==> src/rtl/mem_bridge_pkg.sv <==
// mem_bridge_pkg: shared types and constants for the picorv32-to-RAM bridge
package mem_bridge_pkg;
    typedef enum logic [1:0] {IDLE, WAIT, ACCESS, RESP} state_t;
    localparam logic [3:0] WSTRB_NONE = 4'b0000;
    localparam logic [3:0] WSTRB_ALL = 4'b1111;
    localparam int DATA_W = 32;
    localparam int WCNT_W = 4;
    localparam int MAX_WAIT = (1 << WCNT_W) - 1;
endpackage

==> src/rtl/mem_bridge_decode.sv <==
// mem_bridge_decode: byte address to RAM word index plus range check
module mem_bridge_decode
    import mem_bridge_pkg::*;
#(
    parameter int WORDS = 32,
    parameter int ADDR_W = 5,
    parameter logic [31:0] BASE_ADDR = 32'h0000_0000
) (
    input  logic [DATA_W-1:0] mem_addr,
    output logic [ADDR_W-1:0] idx,
    output logic              in_range
);
    logic [DATA_W-1:0] off;
    logic unused_off;
    always_comb begin
        off = mem_addr - BASE_ADDR;
        idx = off[ADDR_W+1:2];
        in_range = (mem_addr >= BASE_ADDR) && ({2'b00, off[31:2]} < 32'(WORDS));
    end
    assign unused_off = ^off[1:0];
endmodule

==> src/rtl/mem_bus_bridge.sv <==
// mem_bus_bridge: valid/ready bridge from picorv32 native bus to a registered-read word RAM
// with optional wait states and out-of-range flagging.
module mem_bus_bridge
    import mem_bridge_pkg::*;
#(
    parameter int WORDS = 32,
    parameter int ADDR_W = 5,
    parameter logic [31:0] BASE_ADDR = 32'h0000_0000,
    parameter int WAIT_STATES = 0
) (
    input  logic              clk,
    input  logic              reset,
    input  logic              mem_valid,
    input  logic              mem_instr,
    input  logic [31:0]       mem_addr,
    input  logic [31:0]       mem_wdata,
    input  logic [3:0]        mem_wstrb,
    output logic              mem_ready,
    output logic [31:0]       mem_rdata,
    output logic [3:0]        ram_wen,
    output logic [ADDR_W-1:0] ram_addr,
    output logic [31:0]       ram_wdata,
    input  logic [31:0]       ram_rdata,
    output logic              bus_error,
    output logic              err_sticky
);
    state_t state, state_nx;
    logic [WCNT_W-1:0] wcnt;
    logic [ADDR_W-1:0] idx, idx_q, addr_last;
    logic [31:0] wdata_q, wdata_last;
    logic [3:0] wstrb_q;
    logic in_range, in_range_q;
    logic unused_instr;

    assign unused_instr = mem_instr;

    mem_bridge_decode #(.WORDS(WORDS), .ADDR_W(ADDR_W), .BASE_ADDR(BASE_ADDR)) u_decode (
        .mem_addr(mem_addr),
        .idx(idx),
        .in_range(in_range)
    );

    always_comb begin
        state_nx = state;
        case (state)
            IDLE:    state_nx = !mem_valid ? IDLE : (WAIT_STATES > 0) ? WAIT : ACCESS;
            WAIT:    state_nx = (wcnt == '0) ? ACCESS : WAIT;
            ACCESS:  state_nx = RESP;
            default: state_nx = IDLE;
        endcase
        mem_ready = state == RESP;
        bus_error = mem_ready && !in_range_q;
        mem_rdata = (mem_ready && in_range_q) ? ram_rdata : '0;
        // reset gates the strobes combinationally so a write is never half-committed
        ram_wen = (state == ACCESS && in_range_q && !reset) ? wstrb_q : WSTRB_NONE;
        ram_addr = (state == ACCESS) ? idx_q : addr_last;
        ram_wdata = (state == ACCESS) ? wdata_q : wdata_last;
    end

    always_ff @(posedge clk) begin
        if (reset) begin
            state <= IDLE;
            wcnt <= '0;
            idx_q <= '0;
            wstrb_q <= WSTRB_NONE;
            wdata_q <= '0;
            in_range_q <= 1'b0;
            addr_last <= '0;
            wdata_last <= '0;
            err_sticky <= 1'b0;
        end else begin
            state <= state_nx;
            addr_last <= ram_addr;
            wdata_last <= ram_wdata;
            if (bus_error) err_sticky <= 1'b1;
            if (state == IDLE && mem_valid) begin
                idx_q <= idx;
                wstrb_q <= mem_wstrb;
                wdata_q <= mem_wdata;
                in_range_q <= in_range;
                wcnt <= WCNT_W'(WAIT_STATES - 1);
            end else if (state == WAIT) begin
                wcnt <= wcnt - WCNT_W'(1);
            end
        end
    end
endmodule

==> config.mk <==
export PLATFORM = sky130hd
export DESIGN_NAME = mem_bus_bridge
export DESIGN_NICKNAME = d
export VERILOG_FILES = /design/src/rtl/mem_bridge_pkg.sv /design/src/rtl/mem_bridge_decode.sv /design/src/rtl/mem_bus_bridge.sv
export SDC_FILE = /design/constraint.sdc
export NUM_CORES = 1
export LEC_CHECK = 0
export CORE_ASPECT_RATIO = 0.8
export CORE_UTILIZATION = 35
export DETAILED_ROUTE_END_ITERATION = 8
export DONT_BUFFER_PORTS = 1
export GPL_ROUTABILITY_DRIVEN = 0
export PLACE_DENSITY = 0.56
export SKIP_CTS_REPAIR_TIMING = 1
export SLEW_MARGIN = 20
export SYNTH_ARGS = -nofsm -noshare
export SYNTH_HDL_FRONTEND = slang
export SYNTH_SLANG_ARGS = --single-unit
==> constraint.sdc <==
create_clock -name clk -period 1.8 [get_ports clk]
set_clock_uncertainty 0.1 [all_clocks]
set_input_delay 0.18 -clock clk [delete_from_list [all_inputs] [get_ports clk]]
set_output_delay 0.18 -clock clk [all_outputs]
set_load 0.03 [all_outputs]
---- Word level (Yosys, flattened, before mapping) ----
Cells that the tools add are included.
storage, ports and cells
  bits of input ports ..................... 104
  register bits after elaboration ......... 86
  output and inout port bits .............. 76
cells by class
  mux-type cells .......................... 9
  order comparisons ....................... 2
  equality and inequality tests ........... 3
  add/sub/neg operators ................... 1
  reduce and logical (&&, ||, !) cells .... 11
operator list
  operator             number
  $mux 32              2
  $ge 32x1->1 const B  1
  $lt 30x6->1 const B  1
  $mux 4               3
  $logic_and 1x1->1    6
  $pmux 2 s3           1
  $mux 5               1
  $eq 2x2->1 const B   2
  $logic_not 4->1      1
  $mux 2               2
  $sub 4x1->4 const B  1
  $eq 2x1->1 const B   1
  $logic_not 1->1      2
  $logic_not 2->1      1
  $reduce_bool 2->1    1

---- Logic depth before layout (Yosys ltp) ----
Gate-level depths: netlist of the first run.
  word-level depth ........................ 4
  gate-level depth with buffers ........... 6
  mapped depth without buffers ............ 5

---- Hierarchy ----
From an unflattened synthesis of the first run, not the netlist that was laid out.
unflattened totals
  cell total of the unflattened synthesis .. 398
  area, all modules ....................... 3,614.7 um^2
modules (own cells, without submodules)
  module             area each (um^2)  times used  sequential area each (um^2)  cells each
  mem_bus_bridge     3,522.1           1           1,721.7                      383
  mem_bridge_decode  92.6              1           0.0                          15

---- Worst setup path after synthesis of the first run ----
Ideal clock, no wire load.
  path kind ............................... register -> output
  start point ............................. register state[0]
  end point ............................... output ram_wen[0]
  data arrival time ....................... 1,387 ps
  path slack .............................. 133 ps
  required time ........................... 1,520 ps
  stages on the path, launching flop included .. 7
  path through ............................ dfxtp_1 -> buf_4 -> nand2b_4 -> buf_6 -> buf_6 -> nor3_1 -> and2_1
between the ends
  longest elaborated chain between the ends .. 4
RTL lines
  item                             line                  text
  start: declaration               mem_bus_bridge.sv:27  state_t state, state_nx;
  start signal: assignment         mem_bus_bridge.sv:72  state <= state_nx;
  $eq 2x2->1                       mem_bus_bridge.sv:55  ram_wen = (state == ACCESS && in_range_q && !reset) ? wstrb_q : WSTRB_NONE;
  $logic_and 1x1->1 (2 in series)  mem_bus_bridge.sv:55
  $mux 4                           mem_bus_bridge.sv:55
  end: declaration                 mem_bus_bridge.sv:20  output logic [3:0] ram_wen,
Every way passes these cells.

---- Final worst setup path of the first run ----
  start point ............................. register state[0]
  end point ............................... output ram_wdata[8]
between the ends
  longest elaborated chain between the ends .. 2
RTL lines
  item              line                  text
  $eq 2x2->1        mem_bus_bridge.sv:57  ram_wdata = (state == ACCESS) ? wdata_q : wdata_last;
  $mux 32           mem_bus_bridge.sv:57
  end: declaration  mem_bus_bridge.sv:22  output logic [31:0] ram_wdata,
Every way passes these cells.

==> impl_metrics.py, run 1 <==
metrics = {
    "worst_setup_path": {
        "regToRegSetupSlack_ns": 0.21,
        "crit_type": "flip-flop to primary output",
        "timing.critical_path.cells": "nand2b_4, buf_8, mux2_2, buf_12",
        "crit_path_max_fanout": 12,
        "critPathMaxStageDelay_ns": 0.38,
        "cp.arrival_ns": 1.57,
        "end_kind": "primary output",
        "critical_path.startpoint_type": "flip-flop",
        "crit_slowest_cell": "sky130_fd_sc_hd__mux2_2",
        "worst-endpoint-required_ns": 1.52,
    },
    "timing": {
        "rsz0062_at_grt": "yes",
        "setup-tns-final_ns": -0.726,
        "max-slew-margin-rel": 0.722,
        "setup_slack_ns": -0.0450,
        "slew_worst_pin_ns": 0.417,
        "achievable-frequency_ghz": 0.542,
        "maxSlewViolCount": 0,
        "final_min_period_over_clock_period": 1.03,
        "finalHoldViolations": 86,
        "period_minus_slack_ns": 1.85,
        "setup_violations": 34,
        "timing.hold.ws_ns": -0.187,
    },
    "yosys": {
        "synth_warnings": 0,
        "netlist-cell-type-count": 29,
        "net_count_of_the_mapped_netlist": 496,
        "synth_seq_cells": 86,
        "synth-seq-area-share": 0.481,
        "netlist_area_um2": 3580,
        "syn-instance-count": 391,
        "synth.avg_cell_area_um2": 9.16,
    },
    "die": {
        "fp.dieArea_um2": 10600,
        "row_count": 32,
        "boundaryPins": 180,
        "floorplan.initialDensity": 0.365,
        "die-width_um": 115,
        "die_h_um": 92.5,
        "core_region_area_um2": 9810,
    },
    "grt": {
        "grt-ovfl-total": 0,
        "gr-max-usage-layer": "met2",
        "largest_net_degree_at_the_start_of_global_routing": 89,
        "met3_usage": 0.0726,
        "groute.usage.overall": 0.151,
        "groute.layer.met1.usage": 0.184,
        "grt_pass1_vias": 2389,
        "grt_pass1_wl_mm": 12.2,
        "globalRouteMet2Util": 0.228,
        "initial_antenna_violation_count": 0,
    },
    "final_layout": {
        "num-fill-cells": 930,
        "insertedDiodeCount": 0,
        "post_layout_nonfiller_instances": 574,
        "nets": 538,
        "drive_gt1_frac": 0.279,
        "synthToLayoutAreaGrowth_pct": 27.6,
    },
    "clock_network": {
        "cts-htree-levels": 3,
        "clockRootBuffer": "sky130_fd_sc_hd__clkbuf_16",
        "clockBufferDepth": 2,
        "cts_buffers": 9,
        "worst_setup_hold_path_clk_slew_ns": 0.06,
        "cts_sinks": 86,
        "worstSkewPairLatency_ns": 0.34,
        "cts_tree": "built",
    },
    "drt": {
        "avgViaCountPerCell": 4.68,
        "num_vias": 2688,
        "drt_drc_violations_left": 0,
        "dr.first_iter.drc_count": 142,
        "avgRoutedWirePerCell_um": 14.4,
        "routed_wl_mm": 8.25,
        "detailedRoute.firstPassIterationCount": 4,
        "antenna_left": 0,
    },
    "run": {
        "maxCapViolCount": 0,
    },
    "place": {
        "hpwl_mm": 5.41,
        "preCtsSetupSlack_ns": 0.154,
        "port_buffers": 0,
        "dp.cells": 550,
    },
    "pwr": {
        "standby_leakage_power_nw": 1.91,
        "p_per_area_nw_per_um2": 1040,
        "vdd.ir_drop.worst_v": 0.000868,
    },
    "status": {
        "violations": "negative hold slack, negative setup slack",
        "status": "finished, violations left",
    },
    "hold_path": {
        "holdCritPathClass": "primary input to flip-flop",
    },
}
==> state kept, by name, indices dropped and copies added, names as in the netlist <==
register    count
wcnt            4
idx_q           5
addr_last       5
wdata_last     32
wdata_q        32
state           2
err_sticky      1
in_range_q      1
wstrb_q         4
==> cell type report <==
class	instances	area, um^2	area share
clock buffer	12	246	0.0539
clock inverter	4	70.1	0.0153
inverter	3	11.3	0.00246
multi-input combinational	274	1750	0.382
sequential	86	1730	0.378
tap	136	170	0.0372
timing repair buffer	59	598	0.131
==> critical path: cells and delay by family, from the launching register on <==
kind,cells,cell delay (ns)
buffers and inverters,2,0.32
flip-flops,1,0.37
multiplexers,1,0.38
AND/OR/NAND/NOR,1,0.16
==> stage by stage <==
stage	area, um^2	utilization	power, mW
2_1_floorplan	3580	-	2.67
4_1_cts	4380	0.447	4.77
3_5_place_dp	4070	0.414	2.78
6_report	4570	0.466	4.77
3_3_place_gp	4070	0.414	2.77
5_1_grt	4570	0.466	4.99
==> synthesized netlist by cell type <==
master                     count  area [um^2]
sky130_fd_sc_hd__a211oi_1      4         30.0
sky130_fd_sc_hd__a21oi_1      43          215
sky130_fd_sc_hd__and2_1       37          231
sky130_fd_sc_hd__and3_1        2         12.5
sky130_fd_sc_hd__and3b_1       1         8.76
sky130_fd_sc_hd__buf_2         7         35.0
sky130_fd_sc_hd__buf_4         1         7.51
sky130_fd_sc_hd__buf_6         6         67.6
sky130_fd_sc_hd__clkbuf_1     14         52.6
sky130_fd_sc_hd__dfxtp_1      86         1720
sky130_fd_sc_hd__ha_1          1         12.5
sky130_fd_sc_hd__inv_1         3         11.3
sky130_fd_sc_hd__mux2_2       29          327
sky130_fd_sc_hd__mux2_4        8          120
sky130_fd_sc_hd__nand2_1      83          312
sky130_fd_sc_hd__nand2b_1      2         12.5
sky130_fd_sc_hd__nand2b_4      1         13.8
sky130_fd_sc_hd__nand3b_1      1         7.51
sky130_fd_sc_hd__nand4_1       2         12.5
sky130_fd_sc_hd__nor2_1        5         18.8
sky130_fd_sc_hd__nor2b_1      38          238
sky130_fd_sc_hd__nor3_1        4         20.0
sky130_fd_sc_hd__nor3b_2       1         12.5
sky130_fd_sc_hd__nor4_1        6         37.5
sky130_fd_sc_hd__o21ai_0       2         10.0
sky130_fd_sc_hd__o21ba_2       1         10.0
sky130_fd_sc_hd__o32ai_1       1         8.76
sky130_fd_sc_hd__or3_1         1         6.26
sky130_fd_sc_hd__or3b_2        1         8.76
==> per-layer routing <==
layer | share of wire | vias up
met2 | 0.45 | 72
li1 | - | 1362
met4 | 0.013 | 0
met1 | 0.45 | 1242
met5 | 0 | -
met3 | 0.083 | 12
==> report_power, final <==
part | total [mW] | switching, mW | internal, mW | leakage [nW]
Clock | 1.97 | 0.717 | 1.25 | 0.157
Sequential | 2.09 | 0.0611 | 2.02 | 0.702
Combinational | 0.719 | 0.403 | 0.316 | 1.05
Total | 4.77 | 1.18 | 3.59 | 1.91
==> path summary, 6_finish.rpt <==
check / from / endpoint / depth (start not counted)
worst min-delay path: reset / wdata_q[24]$_SDFFE_PP0P_ / 1
worst min register to register: wdata_q[10]$_SDFFE_PP0P_ / wdata_q[10]$_SDFFE_PP0P_ / 2
worst max register to register: state[0]$_SDFF_PP0_ / wdata_last[18]$_SDFF_PP0_ / 4
worst max-delay path: state[0]$_SDFF_PP0_ / ram_wdata[8] / 4
==> logic make-up after synthesis <==
family	share of synthesized area
simple gates	0.266
flops	0.481
compound gates	0.0765
mux	0.125
buf+inv	0.0486
fa+ha+maj	0.00349
==> layout by cell type, fill, tap and decap left out, types with 2 or more instances in the layout <==
cell type,n
sky130_fd_sc_hd__buf_4,42
sky130_fd_sc_hd__mux2_4,17
sky130_fd_sc_hd__nand4_1,2
sky130_fd_sc_hd__dfxtp_1,84
sky130_fd_sc_hd__a21oi_1,43
sky130_fd_sc_hd__nand2_1,83
sky130_fd_sc_hd__clkbuf_16,10
sky130_fd_sc_hd__o21ai_0,2
sky130_fd_sc_hd__clkinv_2,2
sky130_fd_sc_hd__nand2b_1,2
sky130_fd_sc_hd__and2_1,33
sky130_fd_sc_hd__nor4_1,6
sky130_fd_sc_hd__buf_12,8
sky130_fd_sc_hd__nor3_1,3
sky130_fd_sc_hd__bufinv_16,2
sky130_fd_sc_hd__clkbuf_1,2
sky130_fd_sc_hd__and2_4,4
sky130_fd_sc_hd__inv_1,3
sky130_fd_sc_hd__buf_6,6
sky130_fd_sc_hd__nor2b_1,38
sky130_fd_sc_hd__buf_8,2
sky130_fd_sc_hd__a211oi_1,4
sky130_fd_sc_hd__mux2_2,20
sky130_fd_sc_hd__nor2_1,5
No activity file was read; power rests on OpenSTA's default activity.
==> run 2, diff against run 1 <==
CORE_ASPECT_RATIO = default   (was 0.8)
CORE_MARGIN = 2   (was default)
SYNTH_HIERARCHICAL = 1   (was default)
==> impl_metrics.py, run 2 <==
metrics = {
    "yosys": {
        "synth_seq_cells": 86,
        "synth_common_cells": "sky130_fd_sc_hd__dfxtp_1, sky130_fd_sc_hd__nand2_1, sky130_fd_sc_hd__a21oi_1, sky130_fd_sc_hd__nor2b_1",
        "synth-seq-area-share": 0.476,
        "netlist_area_um2": 3610,
        "netlist-cell-type-count": 32,
        "synthMostInstantiatedCell": "sky130_fd_sc_hd__dfxtp_1",
        "synth_top_area_cells": "sky130_fd_sc_hd__dfxtp_1, sky130_fd_sc_hd__mux2_2, sky130_fd_sc_hd__nand2_1",
        "syn-instance-count": 398,
        "synth.avg_cell_area_um2": 9.08,
        "async_reset_ff_frac": 0,
        "synth_warnings": 6,
        "number_of_enable_type_register_cells_in_the_synthesized_netlist": 0,
        "net_count_of_the_mapped_netlist": 503,
        "synth_top_area_frac": 0.476,
        "synth_top_flop_cell": "sky130_fd_sc_hd__dfxtp_1",
        "netlist.top_cell.by_area": "sky130_fd_sc_hd__dfxtp_1",
    },
    "drt": {
        "dr.first_iter.drc_count": 156,
        "avgRoutedWirePerCell_um": 15.2,
        "antenna_left": 0,
        "drt_drc_violations_left": 0,
        "num_vias": 2751,
        "detailedRoute.firstPassIterationCount": 4,
        "routed_wl_mm": 8.74,
        "avgViaCountPerCell": 4.78,
    },
    "die": {
        "boundaryPins": 180,
        "die-width_um": 106,
        "floorplan.initialDensity": 0.355,
        "fp.dieArea_um2": 11200,
        "core_region_area_um2": 10200,
        "die_h_um": 106,
        "row_count": 37,
    },
    "timing": {
        "maxSlewViolCount": 0,
        "achievable-frequency_ghz": 0.544,
        "rsz0062_at_grt": "yes",
        "setup_slack_ns": -0.0385,
        "slew_worst_pin_ns": 0.386,
        "setup-tns-final_ns": -0.312,
        "setup_violations": 12,
        "timing.hold.ws_ns": -0.208,
        "max-slew-margin-rel": 0.743,
        "finalHoldViolations": 84,
        "period_minus_slack_ns": 1.84,
        "final_min_period_over_clock_period": 1.02,
    },
    "pwr": {
        "p_comb_frac": 0.167,
        "finalPower_mw": 4.17,
        "seqPwrFrac": 0.500,
        "switching_share_of_total_power": 0.285,
        "p_per_area_nw_per_um2": 891,
        "standby_leakage_power_nw": 1.94,
        "vdd.ir_drop.worst_v": 0.000508,
        "clockPowerShare": 0.332,
        "net_switching_power_mw": 1.19,
        "internal_power_mw": 2.98,
    },
    "place": {
        "hpwl_mm": 5.64,
        "post_dp_cell_area_um2": 4020,
        "port_buffers": 0,
    },
    "worst_setup_path": {
        "crit_slowest_cell": "sky130_fd_sc_hd__mux2_2",
        "end_kind": "primary output",
        "critPathMaxStageDelay_ns": 0.37,
        "critical_path.startpoint_type": "flip-flop",
        "path_depth": 4,
        "regToRegSetupSlack_ns": 0.06,
        "cp.arrival_ns": 1.56,
        "path_buf_inv": 2,
        "kind_of_cell_with_the_highest_combined_delay_on_the_critical_path": "multiplexers",
        "worst-endpoint-required_ns": 1.52,
        "timing.rr.end": "wcnt[0]$_SDFFE_PP0P_",
        "crit_path_max_fanout": 10,
        "worstReg2RegStart": "state[1]$_SDFF_PP0_",
        "crit_type": "flip-flop to primary output",
        "timing.critical_path.cells": "nand2b_4, buf_8, mux2_2, buf_12",
        "rr_worst_depth": 6,
    },
    "hold_path": {
        "timing.hold.worst_endpoint": "wdata_q[18]$_SDFFE_PP0P_",
        "hold_path_depth": 1,
        "hold_start": "reset",
        "holdCritPathClass": "primary input to flip-flop",
    },
    "status": {
        "violations": "negative hold slack, negative setup slack",
        "status": "finished, violations left",
    },
    "final_layout": {
        "insertedDiodeCount": 0,
        "nets": 540,
        "num-fill-cells": 1008,
        "drive_gt1_frac": 0.348,
        "final_common_cell": "sky130_fd_sc_hd__nand2_1",
        "reg.largest.list": "wdata_last x32, wdata_q x32",
        "fin_area_um2": 4680,
        "layout.cells.most_common_list": "sky130_fd_sc_hd__nand2_1, sky130_fd_sc_hd__dfxtp_1, sky130_fd_sc_hd__a21oi_1, sky130_fd_sc_hd__buf_6, sky130_fd_sc_hd__nor2b_1",
        "synthToLayoutAreaGrowth_pct": 29.4,
    },
    "clock_network": {
        "cts_buffers": 9,
        "worstSkewPairLatency_ns": 0.35,
        "clockRootBuffer": "sky130_fd_sc_hd__clkbuf_8",
        "cts_tree": "built",
        "worst_setup_hold_path_clk_slew_ns": 0.09,
        "clockBufferDepth": 2,
        "cts_sinks": 86,
        "cts-htree-levels": 3,
    },
    "grt": {
        "initial_antenna_violation_count": 0,
        "largest_net_degree_at_the_start_of_global_routing": 88,
        "grt_pass1_vias": 2641,
        "groute.usage.overall": 0.142,
        "grt-ovfl-total": 0,
        "grt_pass1_wl_mm": 12.7,
    },
    "run": {
        "maxCapViolCount": 0,
    },
}
## run 2: changes by cell type in the layout (fill, tap and decap cells not counted), moves of 8 or more
cell	previous run	this run
sky130_fd_sc_hd__clkbuf_16	10	2
sky130_fd_sc_hd__buf_6	6	39
sky130_fd_sc_hd__and2_1	33	1
sky130_fd_sc_hd__buf_4	42	8
sky130_fd_sc_hd__and2_4	4	36
sky130_fd_sc_hd__clkbuf_8	1	9
## run 2: per-layer routing
metal | share of wire | GRT usage
met4 | 0.0059 | 0.0367
met3 | 0.080 | 0.0662
met1 | 0.42 | 0.162
met2 | 0.50 | 0.239
met5 | 0 | 0
## run 2: worst max-delay path by stage
stage	from	end	slack (ns)
final	state[0]$_SDFF_PP0_	ram_wdata[21]	-0.04
after global routing	state[0]$_SDFF_PP0_	ram_wen[1]	-0.13
after CTS	state[1]$_SDFF_PP0_	ram_wen[1]	-0.28
after detailed placement	state[1]$_SDFF_PP0_	ram_wen[1]	0.13
after global placement	state[0]$_SDFF_PP0_	ram_wen[1]	0.15
after floorplan	state[1]$_SDFF_PP0_	mem_rdata[10]	0.22
## run 2: cell type report
| class | instances | area, um^2 | share of cell area |
|---|---|---|---|
| timing repair buffer | 58 | 704 | 0.151 |
| clock buffer | 9 | 124 | 0.0265 |
| tap | 136 | 170 | 0.0364 |
| sequential | 86 | 1730 | 0.369 |
| clock inverter | 7 | 78.8 | 0.0168 |
| multi-input combinational | 278 | 1870 | 0.399 |
| inverter | 2 | 7.51 | 0.00160 |
## run 2: metrics by stage
step                      setup WS (ns)  hold slack (ns)  cells  utilization
after CTS                        -0.279           -0.236    568        0.414
after global routing             -0.130           -0.238    576        0.459
after global placement            0.152            0.154    552        0.394
final                           -0.0385           -0.208    576        0.459
after floorplan                   0.222            0.216    398            -
after detailed placement          0.128            0.157    552        0.394
## run 2: cell families (layout without fill, tap and decap cells)
| logic type | Yosys count | in the layout | synth area share |
|---|---|---|---|
| AOI/OAI and AO/OA | 51 | 51 | 0.0748 |
| and+or+nand+nor | 188 | 188 | 0.268 |
| DFF | 86 | 86 | 0.476 |
| buffers and inverters | 34 | 76 | 0.0595 |
| muxes | 38 | 38 | 0.118 |
| adders and majority gates | 1 | 1 | 0.00346 |
## run 2: power by group through the flow
stage | Combinational (mW) | Sequential, mW | Clock (mW)
finish | 0.698 | 2.08 | 1.38
global route | 0.760 | 2.10 | 1.53
CTS | 0.629 | 2.08 | 1.46
detailed placement | 0.627 | 2.12 | 0
global placement | 0.619 | 2.12 | 0
floorplan | 0.569 | 2.11 | 0
